<file path="src/rtl/boot_verifier_pkg.sv">
// rtl/boot_verifier_pkg.sv - state encoding and checksum width for the boot read-back checker
package boot_verifier_pkg;

  localparam int BV_SUM_W = 16;

  typedef enum logic [1:0] {
    BV_IDLE   = 2'd0,
    BV_RUN    = 2'd1,
    BV_DRAIN  = 2'd2,
    BV_FINISH = 2'd3
  } bv_state_t;

endpackage

</file>
<file path="src/rtl/boot_verifier_checksum16.sv">
// rtl/boot_verifier_checksum16.sv - 16-bit byte-sum accumulator, clear has priority over enable
module checksum16
  import boot_verifier_pkg::*;
(
  input  logic                CLK,
  input  logic                RST,
  input  logic                CLR,
  input  logic                EN,
  input  logic [7:0]          DATA,
  output logic [BV_SUM_W-1:0] SUM
);

  always_ff @(posedge CLK) begin
    if (RST || CLR) begin
      SUM <= '0;
    end else if (EN) begin
      SUM <= SUM + {{(BV_SUM_W-8){1'b0}}, DATA};
    end
  end

endmodule

</file>
<file path="src/rtl/boot_verifier.sv">
// rtl/boot_verifier.sv - walks an SRAM region, checksums every byte and compares with the expected sum
module boot_verifier
  import boot_verifier_pkg::*;
#(
  parameter int ADDR_W   = 17,
  parameter int READ_LAT = 1
) (
  input  logic                CLK,
  input  logic                RST,
  input  logic                START,
  input  logic [ADDR_W-1:0]   BASE,
  input  logic [ADDR_W-1:0]   LENGTH,
  input  logic [BV_SUM_W-1:0] EXPECTED,
  output logic [ADDR_W-1:0]   ADDR,
  output logic                N_OE,
  input  logic [7:0]          DATA,
  output logic                BUSY,
  output logic                DONE,
  output logic                PASS,
  output logic [BV_SUM_W-1:0] SUM
);

  bv_state_t             state, state_nxt;
  logic [ADDR_W-1:0]     remaining;
  logic [BV_SUM_W-1:0]   expected_q;
  logic [READ_LAT-1:0]   vld;
  logic [READ_LAT:0]     vld_shift;
  logic                  start_go;
  logic                  issue_nxt;

  always_ff @(posedge CLK) begin
    if (RST) begin
      state <= BV_IDLE;
    end else begin
      state <= state_nxt;
    end
  end

  // issue_nxt is the decision to present an address during the coming cycle
  always_comb begin
    state_nxt = state;
    start_go  = 1'b0;
    issue_nxt = 1'b0;
    case (state)
      BV_IDLE: begin
        if (START) begin
          start_go = 1'b1;
          if (LENGTH == '0) begin
            state_nxt = BV_FINISH;
          end else begin
            state_nxt = BV_RUN;
            issue_nxt = 1'b1;
          end
        end
      end
      BV_RUN: begin
        if (remaining == '0) begin
          state_nxt = BV_DRAIN;
        end else begin
          issue_nxt = 1'b1;
        end
      end
      BV_DRAIN: begin
        if (vld == '0) begin
          state_nxt = BV_FINISH;
        end
      end
      BV_FINISH: begin
        state_nxt = BV_IDLE;
      end
      default: begin
        state_nxt = BV_IDLE;
      end
    endcase
  end

  // Shifting in at issue time makes the top bit line up with the DATA sample edge
  assign vld_shift = {vld, issue_nxt};

  always_ff @(posedge CLK) begin
    if (RST) begin
      ADDR       <= '0;
      N_OE       <= 1'b1;
      remaining  <= '0;
      expected_q <= '0;
      vld        <= '0;
      PASS       <= 1'b0;
    end else begin
      N_OE <= ~issue_nxt;
      vld  <= vld_shift[READ_LAT-1:0];
      if (issue_nxt) begin
        ADDR <= (state == BV_IDLE) ? BASE : ADDR + ADDR_W'(1);
      end
      if (start_go) begin
        remaining  <= LENGTH - ADDR_W'(1);
        expected_q <= EXPECTED;
        PASS       <= (LENGTH == '0) && (EXPECTED == '0);
      end else begin
        if (state == BV_RUN && issue_nxt) begin
          remaining <= remaining - ADDR_W'(1);
        end
        if (state == BV_DRAIN && vld == '0) begin
          PASS <= (SUM == expected_q);
        end
      end
    end
  end

  checksum16 u_checksum (
    .CLK  (CLK),
    .RST  (RST),
    .CLR  (start_go),
    .EN   (vld[READ_LAT-1]),
    .DATA (DATA),
    .SUM  (SUM)
  );

  assign BUSY = (state != BV_IDLE);
  assign DONE = (state == BV_FINISH);

endmodule

</file>
<file path="config.mk">
export PLATFORM = sky130hd
export DESIGN_NAME = boot_verifier
export DESIGN_NICKNAME = d
export VERILOG_FILES = /design/src/rtl/boot_verifier_pkg.sv /design/src/rtl/boot_verifier_checksum16.sv /design/src/rtl/boot_verifier.sv
export SDC_FILE = /design/constraint.sdc
export NUM_CORES = 1
export LEC_CHECK = 0
export ABC_CLOCK_PERIOD_IN_PS = 8039
export CAP_MARGIN = 0
export CORE_AREA = 2 2 96 98
export DETAILED_ROUTE_END_ITERATION = 16
export DIE_AREA = 0 0 98 100
export HOLD_SLACK_MARGIN = 0.02
export PLACE_DENSITY = 0.93
export SETUP_SLACK_MARGIN = 0.3
export SYNTH_ARGS = -nofsm -noshare
export SYNTH_HDL_FRONTEND = slang
export SYNTH_SLANG_ARGS = --single-unit
</file>
<file path="constraint.sdc">
create_clock -name CLK -period 8.04 [get_ports CLK]
set_clock_uncertainty 0.2 [all_clocks]
set_input_delay 0.804 -clock CLK [delete_from_list [all_inputs] [get_ports CLK]]
set_output_delay 0.804 -clock CLK [all_outputs]
set_load 0.05 [all_outputs]
</file>
==> results of run 1 <==
[registers in the layout (all words and copies together), names as in the netlist]
register / cells
ADDR: 17
N_OE: 1
PASS: 1
expected_q: 16
remaining: 17
state: 2
u_checksum.SUM: 16
vld: 1
[layer usage]
layer | GRT usage | vias up | part of all wire
met5 | 0 | - | 0
met4 | 0.129 | 0 | 0.026
met3 | 0.0543 | 41 | 0.086
met2 | 0.482 | 298 | 0.49
met1 | 0.352 | 2285 | 0.40
li1 | - | 2316 | -
[cells in the final DEF (no fill, tap or decap), drive strengths merged, types with 14 or more instances in the layout]
master,Yosys,final
clkdlybuf4s50,0,96
dfxtp,71,71
nand2,62,62
nor2,40,40
a21oi,38,38
xnor2,21,21
inv,16,20
a211oi,20,20
o21ai,19,19
nor3,18,18
nor4,18,18
nand3,17,17
ha,15,15
mux2i,14,14
[stage by stage]
stage          hold slack (ps)  power (mW)  instances
6_report                   274        1.87        765
5_1_grt                    290        1.98        765
2_1_floorplan              248        1.31        568
4_1_cts                    274        1.85        765
3_5_place_dp               264        1.57        749
3_3_place_gp               255        1.53        749
[worst max-delay path: cells and delay by family (launching register included)]
| kind | cells | cell delay (ps) |
|---|---|---|
| buffers and inverters | 4 | 1390 |
| adders and majority gates | 1 | 480 |
| DFF | 1 | 370 |
[power by group]
part | internal, mW | total (mW) | switching, mW
clock network | 0.118 | 0.276 | 0.159
logic | 0.380 | 1.03 | 0.649
registers | 0.442 | 0.563 | 0.120
total | 0.940 | 1.87 | 0.928
[cell families after synthesis]
group,Yosys count,share of synthesized area
flops,71,0.301
compound gates,166,0.261
xor+xnor,34,0.0630
mux,16,0.0344
fa+ha+maj,16,0.0440
buf+inv,48,0.0477
simple gates,217,0.248
[synthesized netlist by cell type, types with 4 or more instances]
| library cell | instances |
|---|---|
| mux2i_1 | 14 |
| a22oi_1 | 5 |
| xor2_1 | 13 |
| nor4_2 | 5 |
| o2bb2ai_1 | 10 |
| nand4_1 | 7 |
| buf_4 | 4 |
| o22ai_1 | 8 |
| xnor2_1 | 21 |
| o21ai_0 | 17 |
| a21boi_0 | 4 |
| o32ai_1 | 9 |
| nand2b_1 | 5 |
| and2_1 | 6 |
| a31oi_1 | 4 |
| nor3_1 | 17 |
| a32oi_1 | 6 |
| and4bb_2 | 5 |
| dfxtp_1 | 71 |
| and4_1 | 7 |
| a211oi_1 | 14 |
| ha_1 | 15 |
| inv_1 | 15 |
| buf_2 | 12 |
| and3_1 | 13 |
| a211oi_2 | 6 |
| nor4_1 | 13 |
| or3_1 | 7 |
| nand3_1 | 16 |
| a21oi_1 | 37 |
| nand2_1 | 62 |
| nor2_1 | 40 |
| a21o_1 | 4 |
| o211ai_1 | 8 |
| clkbuf_1 | 12 |
[final timing paths]
check | depth (start not counted) | slack (ps) | to | start
max | 5 | 4400 | BUSY | state[0]
max reg2reg | 8 | 4970 | remaining[15] | state[0]
min reg2reg | 2 | 270 | expected_q[4] | expected_q[4]
min | 2 | 270 | expected_q[4] | expected_q[4]
[area by class of cell]
cell class | count | area, sq um
Multi-Input combinational cell | 449 | 3080
Fill cell | 742 | 3010
Sequential cell | 71 | 1420
Timing Repair Buffer | 101 | 996
Tap cell | 111 | 139
Clock buffer | 9 | 124
Inverter | 17 | 63.8
Clock inverter | 7 | 61.3
==> results.txt, run 1 <==
----------------------------------------------------
[Logic synthesis]
  Average instance area after synthesis ... a little over 8 sq um
  Register area share after synthesis ... 0.301
  Portion of synthesized cell area occupied by the leading cell type ... 0.301
  Leading post-synthesis cells by cell area ... dfxtp_1, nand2_1, ha_1
  Syn. warnings ... 0
  Synthesized netlist cell count ... about 570
  Number of flops mapped to enable cells by yosys ... 0
  Yosys top cell by area ... dfxtp_1
  Top flip-flop cell by instance count after synthesis ... dfxtp_1
  Total nets after synthesis ... 645
  Async set-or-reset flop fraction in the synthesized netlist ... 0
  Total of flip-flops plus latches after synthesis ... 71
  Synth cell types ... 72
  Synth Cell Area ... roughly 4700 sq um

[Status]
  Status ... finished, final reports clean

[Placement]
  Worst slack at placement ... a little over 4000 ps
  DPL Wire Length ... between 9000 and 10000 um
  Number of buffers added on ports ... a little under 100
  Post-detailed-placement cell area ... between 5000 and 6000 sq um
  Weighted congestion at the end of routability-driven global placement ... 0.947

[Clock tree]
  TritonCTS buffer count ... 9
  Buffer cell driving the clock tree root ... clkbuf_8
  TritonCTS clock tree ... built
  Number of setup buffers added after CTS ... 0
  Clock-pin slew on the worst setup and hold paths ... about 90 ps
  Resized Gates After CTS ... 0
  Number of H-tree levels ... 3
  Clock latency at the later pin of the worst-skew pair ... around 370 ps
  Clk sink count ... 71
  Deepest clock path buffer count ... 2
  Count of hold buffers inserted by post-cts repair ... 0

[Layout]
  Cell area after layout ... 5880 sq um
  Area delta synth->final ... 24.6%
  Total Nets Final ... between 700 and 800
  N_diodes ... 0
  Post-Route Utilization ... 0.662
  Share of cells above drive strength 1 ... 0.0856

[GRT]
  Largest net degree at the start of global routing ... 52
  Overall global routing resource usage ... 0.284
  Final global-route overflow total ... 0
  Number of antenna violations at the first check in global routing ... 0
  Wire length of the first global-routing pass ... 22800 um
  Number of global-route vias before repair ... 4689

[Setup path]
  CP most frequent cell ... inv_1
  Maximum fanout along the worst path ... 36
  Worst path arrival time ... between 2000 and 3000 ps
  Library cell contributing the largest single delay on the critical path ... clkdlybuf4s50_1
  CP peak stage delay ... between 700 and 800 ps
  Critical Path RT ... 7040 ps
  Start-to-end type of the worst setup path ... flop to output port
  Cell chain of the critical path ... inv_1 -> ha_2 -> buf_4 -> inv_1 -> clkdlybuf4s50_1
  Sort of element at the start of the critical path ... flop
  Kind of capture point of the worst setup path ... output port

[Routing]
  WL per Instance ... roughly 18 um
  First-iteration detailed-routing DRC count ... roughly 380
  Via count of the routed design ... a little under 5000
  First-pass DRT Iterations ... 5
  Vias per cell ... 6.46
  DRT antenna net count ... 0
  Final Routed Wirelength ... 13800 um
  DRC violations left ... 0

[Timing]
  Highest Clock Rate ... approximately 270 MHz
  Crit path time final ... about 3600 ps
  Number of setup violations in the final report ... 0
  Hold violation count in the final report ... 0
  Share of the cycle needed by the critical path after routing ... 0.453
  Worst slew margin relative to its limit ... 0.351
  Final worst slack ... between 4000 and 5000 ps
  Setup tns final ... 0 ps
  Total count of max-transition violations in the final report ... 0
  Least-Margin Pin Slew ... slightly below 1000 ps
  Setup repair after global routing missed its margin ... false

[Pwr]
  Static leakage ... ~2 nW
  Largest voltage drop on the vdd net ... 0.176 mV
  Power per unit of standard cell area ... approximately 320 nW/um^2

[Run]
  Number of max-cap violations ... 0

[Floorplan]
  I/O Pins ... a little under 100
  Starting density of the core ... 0.531
  Floorplan die width ... around 98 um
  Die height ... about 100 um
  Standard-cell row count ... 35
  Area of the die ... around 9800 sq um
  Core footprint ... roughly 8900 sq um

[Worst hold path]
  Worst Hold Class ... flop to flop

----------------------------------------------------
Power figures use the tool's default switching activity.
==> run 2: changes to the inputs <==
--- a/config.mk
+++ b/config.mk
@@ -5,13 +5,13 @@
 export SDC_FILE = /design/constraint.sdc
 export NUM_CORES = 1
 export LEC_CHECK = 0
-export ABC_CLOCK_PERIOD_IN_PS = 8039
+export ABC_CLOCK_PERIOD_IN_PS = 3500
 export CAP_MARGIN = 0
-export CORE_AREA = 2 2 96 98
+export CORE_AREA = 2 2 99 101
 export DETAILED_ROUTE_END_ITERATION = 16
-export DIE_AREA = 0 0 98 100
+export DIE_AREA = 0 0 101 103
 export HOLD_SLACK_MARGIN = 0.02
-export PLACE_DENSITY = 0.93
+export PLACE_DENSITY = 0.88
 export SETUP_SLACK_MARGIN = 0.3
 export SYNTH_ARGS = -nofsm -noshare
 export SYNTH_HDL_FRONTEND = slang
==> constraint.sdc (replaced) <==
create_clock -name CLK -period 3.5 [get_ports CLK]
set_clock_uncertainty 0.2 [all_clocks]
set_input_delay 0.35 -clock CLK [delete_from_list [all_inputs] [get_ports CLK]]
set_output_delay 0.35 -clock CLK [all_outputs]
set_load 0.05 [all_outputs]
==> results.txt, run 2 (synthesized netlist as in run 1, its figures left out) <==
----------------------------------------------------
[Layout]
  Commonest non-fill, non-tap cells in the layout ... clkdlybuf4s50_1, dfxtp_1, nand2_1, nor2_1, a21oi_1
  Largest registers ... ADDR (17), remaining (17)
  Most common cell after layout, fill and taps aside ... clkdlybuf4s50_1
  Final non-filler cell total ... 772 (+0.92%)
  Cell area after layout ... 5920 sq um (+0.68%)
  N_diodes ... 0 (unchanged)
  Post-Route Utilization ... 0.626 (-0.0356)
  Total Nets Final ... 730 (+0.55%)
  Area delta synth->final ... 25.4%
  Share of cells above drive strength 1 ... 0.0942 (+0.00860)

[Setup path]
  Cell chain of the critical path ... inv_1 -> ha_2 -> buf_4 -> inv_1 -> clkdlybuf4s50_1
  Critical path depth in cells ... 5 (unchanged)
  Cell class contributing the biggest share of worst-path delay ... buffers and inverters
  Start-to-end type of the worst setup path ... flop to output port
  Number of cells traversed by the worst register-to-register path ... 8 (unchanged)
  CP peak stage delay ... 710 ps (-20 ps)
  Library cell contributing the largest single delay on the critical path ... clkdlybuf4s50_1
  Worst path arrival time ... 2560 ps (-80 ps)
  Sort of element at the start of the critical path ... flop
  Maximum fanout along the worst path ... 38 (+5.6%)
  Critical Path RT ... 2950 ps (-4090 ps)
  CP most frequent cell ... inv_1
  Kind of capture point of the worst setup path ... output port
  Crit path buffers/inverters ... 4 (unchanged)

[Floorplan]
  Starting density of the core ... 0.499 (-0.0320)
  Standard-cell row count ... 36 (+2.9%)
  Core footprint ... 9460 sq um (+6.4%)
  Floorplan die width ... 101 um (+3.1%)
  Die height ... 103 um (+3.0%)
  Area of the die ... 10400 sq um (+6.2%)
  I/O Pins ... 98 (unchanged)

[Timing]
  Setup tns final ... 0 ps (unchanged)
  Total count of max-transition violations in the final report ... 0 (unchanged)
  Number of setup violations in the final report ... 0 (unchanged)
  Share of the cycle needed by the critical path after routing ... 0.889
  Crit path time final ... 3110 ps
  Least-Margin Pin Slew ... 623 ps (-351 ps)
  Hold violation count in the final report ... 0 (unchanged)
  Worst slew margin relative to its limit ... 0.585 (+0.234)
  Final worst slack ... 388 ps (-4010 ps)
  Hold Worst Slack ... 218 ps (-56.0 ps)
  Highest Clock Rate ... 321 MHz
  Setup repair after global routing missed its margin ... true

[Clock tree]
  Clock latency at the later pin of the worst-skew pair ... 350 ps (-20 ps)
  TritonCTS buffer count ... 9 (unchanged)
  Deepest clock path buffer count ... 2 (unchanged)
  Clk sink count ... 71 (unchanged)
  Clock-pin slew on the worst setup and hold paths ... 80 ps (about the same)
  Number of H-tree levels ... 3 (unchanged)
  TritonCTS clock tree ... built
  Number of setup buffers added after CTS ... 0 (unchanged)
  Buffer cell driving the clock tree root ... clkbuf_8

[Pwr]
  Switching share of power ... 0.493 (-0.00376)
  Static leakage ... 2.05 nW (+0.62%)
  Clock Power Share ... 0.144 (-0.004)
  Switching power summed over all nets ... 2.12 mW (+130%)
  Int Pwr ... 2.18 mW (+130%)
  Power per unit of standard cell area ... 725 nW/um^2 (+130%)
  Largest voltage drop on the vdd net ... 0.358 mV (+100%)
  Power after layout ... 4.29 mW (+130%)
  Combinational Power Share ... 0.561 (+0.010)
  Sequential share of power ... 0.295 (-0.006)

[Status]
  Status ... finished, final reports clean

[Placement]
  DPL Wire Length ... 9720 um (-2.5%)
  Worst slack at placement ... 348 ps (-3780 ps)
  # placed instances ... 756 (+0.93%)
  Number of buffers added on ports ... 97 (unchanged)
  Post-detailed-placement cell area ... 5730 sq um (+0.59%)
  Weighted congestion at the end of routability-driven global placement ... 0.976 (+3.1%)

[Routing]
  Vias per cell ... 6.30 (-2.4%)
  Via count of the routed design ... 4865 (-1.5%)
  Final Routed Wirelength ... 13600 um (-1.7%)
  First-iteration detailed-routing DRC count ... 330 (-13%)
  DRT antenna net count ... 0 (unchanged)
  First-pass DRT Iterations ... 6 (+1)
  WL per Instance ... 17.6 um (-2.6%)
  DRC violations left ... 0 (unchanged)

[GRT]
  Wire length of the first global-routing pass ... 21700 um (-4.9%)
  Number of global-route vias before repair ... 4481 (-4.4%)
  Largest net degree at the start of global routing ... 44 (-15%)
  Number of antenna violations at the first check in global routing ... 0 (unchanged)
  Overall global routing resource usage ... 0.260 (-0.0243)
  Final global-route overflow total ... 0 (unchanged)

[Worst hold path]
  Worst Hold Path Cells ... 2 (unchanged)
  Worst Hold Class ... primary input to flop

[Run]
  Number of max-cap violations ... 0 (unchanged)

----------------------------------------------------
## run 2: cell types whose count changed in the layout (fill, tap and decap cells not counted), sizes merged
cell,change
clkbuf,+1
clkinvlp,+2
inv,-3
buf,+4
## run 2: what timing repair did
| action | 4_1_cts | 5_1_grt |
|---|---|---|
| setup endpoints to repair | 0 | 6 |
| hold buffers | 0 | 0 |
| gates resized for setup | 0 | 2 |
## run 2: worst register-to-register path, cell delays in order, from the launching register on
cell and delay [ps]:
dfxtp_1 350, inv_1 130, ha_2 470, and2_1 230
buf_4 430, o221ai_2 310, nor4_2 460, a211oi_1 160
nor4_2 250
## run 2: layout make-up
class	count	area [sq um]
fillers	792	3530
multi-input cells	449	3090
flip-flops and latches	71	1420
repair buffers	105	1030
well taps	114	143
clock buffers	10	138
inverters	17	63.8
clock inverters	6	43.8
## run 2: layer usage
layer	track usage	vias up	wire, um
met2	0.444	251	6590
met4	0.111	0	345
met1	0.332	2262	5660
met3	0.0332	32	998
li1	-	2320	-
met5	0	-	0
## run 2: path summary, 6_finish.rpt
kind	start	to	slack, ps
hold / removal	RST	vld	220
setup reg to reg	state[1]	remaining[11]	430
setup / recovery	state[1]	BUSY	390
hold reg to reg	expected_q[4]	expected_q[4]	270
## run 2: power by group through the flow
stage / logic (mW) / clock network, mW / registers [mW]
3_5_place_dp: 2.35 / 0 / 1.27
5_1_grt: 2.58 / 0.656 / 1.29
4_1_cts: 2.36 / 0.627 / 1.26
3_3_place_gp: 2.29 / 0 / 1.27
6_report: 2.41 / 0.619 / 1.27
2_1_floorplan: 1.48 / 0 / 1.52
==> run 3: changes to the inputs <==
--- a/config.mk
+++ b/config.mk
@@ -16,3 +16,4 @@
 export SYNTH_ARGS = -nofsm -noshare
 export SYNTH_HDL_FRONTEND = slang
 export SYNTH_SLANG_ARGS = --single-unit
+export TNS_END_PERCENT = 5
==> constraint.sdc (replaced) <==
create_clock -name CLK -period 3.5 [get_ports CLK]
set_clock_uncertainty 0.2 [all_clocks]
set_input_delay 0.35 -clock CLK [delete_from_list [all_inputs] [get_ports CLK]]
set_output_delay 0.35 -clock CLK [all_outputs]
set_load 0.1 [all_outputs]
==> results.txt, run 3 (synthesized netlist as in run 1, its figures left out) <==
----------------------------------------------------
[Floorplan]
  I/O Pins ... 98 (unchanged)
  Starting density of the core ... 0.499 (unchanged)
  Floorplan die width ... 101 um (unchanged)
  Standard-cell row count ... 36 (unchanged)
  Core footprint ... 9460 sq um (unchanged)
  Die height ... 103 um (unchanged)
  Area of the die ... 10400 sq um (unchanged)

[Timing]
  Share of the cycle needed by the critical path after routing ... 0.838 (-0.0517)
  Setup tns final ... 0 ps (unchanged)
  Total count of max-transition violations in the final report ... 0 (unchanged)
  Crit path time final ... 2930 ps (-181 ps)
  Worst slew margin relative to its limit ... 0.321 (-0.264)
  Highest Clock Rate ... 341 MHz (+6.2%)
  Number of setup violations in the final report ... 0 (unchanged)
  Least-Margin Pin Slew ... 1020 ps (+393 ps)
  Setup repair after global routing missed its margin ... false
  Hold violation count in the final report ... 0 (unchanged)

[Layout]
  Largest registers ... ADDR (17), remaining (17)
  Total Nets Final ... 730 (unchanged)
  Most common cell after layout, fill and taps aside ... clkdlybuf4s50_1
  Cell area after layout ... 5950 sq um (+0.36%)
  Commonest non-fill, non-tap cells in the layout ... clkdlybuf4s50_1, dfxtp_1, nand2_1, nor2_1, a21oi_1
  Area delta synth->final ... 25.9%
  Share of cells above drive strength 1 ... 0.0944 (+0.000143)
  N_diodes ... 0 (unchanged)

[Pwr]
  Largest voltage drop on the vdd net ... 0.433 mV (+21%)
  Clock Power Share ... 0.152 (+0.008)
  Switching share of power ... 0.516 (+0.0237)
  Switching power summed over all nets ... 2.46 mW (+16%)
  Sequential share of power ... 0.267 (-0.028)
  Static leakage ... 2.08 nW (+1.5%)
  Int Pwr ... 2.30 mW (+5.8%)
  Power after layout ... 4.76 mW (+11%)
  Combinational Power Share ... 0.582 (+0.021)
  Power per unit of standard cell area ... 801 nW/um^2 (+11%)

[Clock tree]
  Number of H-tree levels ... 3 (unchanged)
  TritonCTS buffer count ... 9 (unchanged)
  Clk sink count ... 71 (unchanged)
  Deepest clock path buffer count ... 2 (unchanged)
  Buffer cell driving the clock tree root ... clkbuf_8
  Clock latency at the later pin of the worst-skew pair ... 350 ps (about the same)
  Clock-pin slew on the worst setup and hold paths ... 80 ps (about the same)
  TritonCTS clock tree ... built

[Setup path]
  Maximum fanout along the worst path ... 23 (-39%)
  Cell class contributing the biggest share of worst-path delay ... compound AO/OA/AOI/OAI gates
  Start-to-end type of the worst setup path ... flop to flop
  Crit path buffers/inverters ... 1 (-3)
  CP peak stage delay ... 410 ps (-300 ps)
  Library cell contributing the largest single delay on the critical path ... nor3_1
  Kind of capture point of the worst setup path ... flop
  Reg2reg end ... remaining[16]
  Cell chain of the critical path ... inv_1 -> ha_4 -> and2_1 -> mux2i_1 -> ha_1 -> o221ai_1 -> nor3_1 -> a221o_1 -> o311ai_0
  Critical Path RT ... 3500 ps (+550 ps)
  Worst path arrival time ... 2930 ps (+370 ps)
  Reg2reg setup slack ... 570 ps (+140 ps)
  Number of cells traversed by the worst register-to-register path ... 9 (+1)
  Sort of element at the start of the critical path ... flop
  Reg2Reg Launch Point ... state[0]

[Placement]
  Post-detailed-placement cell area ... 5730 sq um (-0.13%)
  Weighted congestion at the end of routability-driven global placement ... 0.971 (-0.54%)
  Number of buffers added on ports ... 97 (unchanged)
  DPL Wire Length ... 10100 um (+3.5%)

[Status]
  Status ... finished, final reports clean

[Routing]
  Vias per cell ... 6.40 (+1.6%)
  DRC violations left ... 0 (unchanged)
  First-iteration detailed-routing DRC count ... 373 (+13%)
  DRT antenna net count ... 0 (unchanged)
  Final Routed Wirelength ... 13800 um (+1.6%)
  Via count of the routed design ... 4937 (+1.5%)
  WL per Instance ... 17.9 um (+1.8%)
  First-pass DRT Iterations ... 5 (-1)

[GRT]
  Number of global-route vias before repair ... 4771 (+6.5%)
  Number of antenna violations at the first check in global routing ... 0 (unchanged)
  Wire length of the first global-routing pass ... 22600 um (+4.3%)
  Largest net degree at the start of global routing ... 51 (+16%)
  Final global-route overflow total ... 0 (unchanged)
  Overall global routing resource usage ... 0.271 (+0.0108)

[Worst hold path]
  Worst Hold Class ... flop to flop
  HP Start ... expected_q[4]
  Worst Hold Path Cells ... 2 (unchanged)
  Hold path endpoint ... expected_q[4]

[Run]
  Number of max-cap violations ... 0 (unchanged)

----------------------------------------------------
[run 3: cell types whose count changed in the layout (fill, tap and decap cells not counted), sizes merged]
cell / change
inv: -1
clkinv: +2
buf: +3
clkbuf: -1
clkdlybuf4s50: -3
clkinvlp: -3
bufinv: +2
[run 3: per-stage QoR]
stage / util / setup WS [ps] / cells / hold slack [ps]
global placement: 0.605 / 572 / 756 / 255
detailed placement: 0.605 / 404 / 756 / 261
finish: 0.629 / 569 / 771 / 269
floorplan: - / 366 / 568 / 229
global route: 0.629 / 373 / 771 / 303
CTS: 0.628 / 480 / 771 / 271
[run 3: layout make-up]
cell class / count / area (sq um)
clock inverter: 6 / 86.3
sequential: 71 / 1420
inverter: 17 / 63.8
clock buffer: 9 / 124
timing repair buffer: 105 / 1020
multi-input combinational: 449 / 3090
tap: 114 / 143
fill: 787 / 3510
[run 3: power by group through the flow]
stage	Combinational, mW	Sequential, mW	Clock, mW
after floorplan	1.52	1.85	0
final	2.77	1.27	0.722
after detailed placement	2.71	1.28	0
after global routing	2.96	1.30	0.768
after global placement	2.65	1.27	0
after CTS	2.72	1.26	0.731
[run 3: routing by layer]
layer,share of wire,up-vias,track usage
met2,0.50,211,0.474
met3,0.065,41,0.0495
met1,0.41,2361,0.331
li1,-,2324,-
met5,0,-,0
met4,0.024,0,0.106
[run 3: worst reg2reg max path, cell delays in order (launching register included)]
cell and delay (ps):
dfxtp_1 340, inv_1 160, ha_4 320, and2_1 210, mux2i_1 220, ha_1 280
o221ai_1 280, nor3_1 410, a221o_1 220, o311ai_0 140
[run 3: what timing repair did]
item	4_1_cts	5_1_grt
hold buffers	0	0
endpoints found under the setup margin	0	3
resized for setup	0	1
buffers inserted	0	0
[run 3: how the worst max path moves through the flow]
stage | slack [ps] | end | depth (start not counted) | start
5_1_grt | 370 | remaining[16] | 9 | state[0]
3_3_place_gp | 570 | remaining[9] | 7 | START
3_5_place_dp | 400 | remaining[16] | 8 | START
6_report | 570 | remaining[16] | 9 | state[0]
2_1_floorplan | 370 | remaining[10] | 13 | state[0]
4_1_cts | 480 | remaining[16] | 9 | state[1]
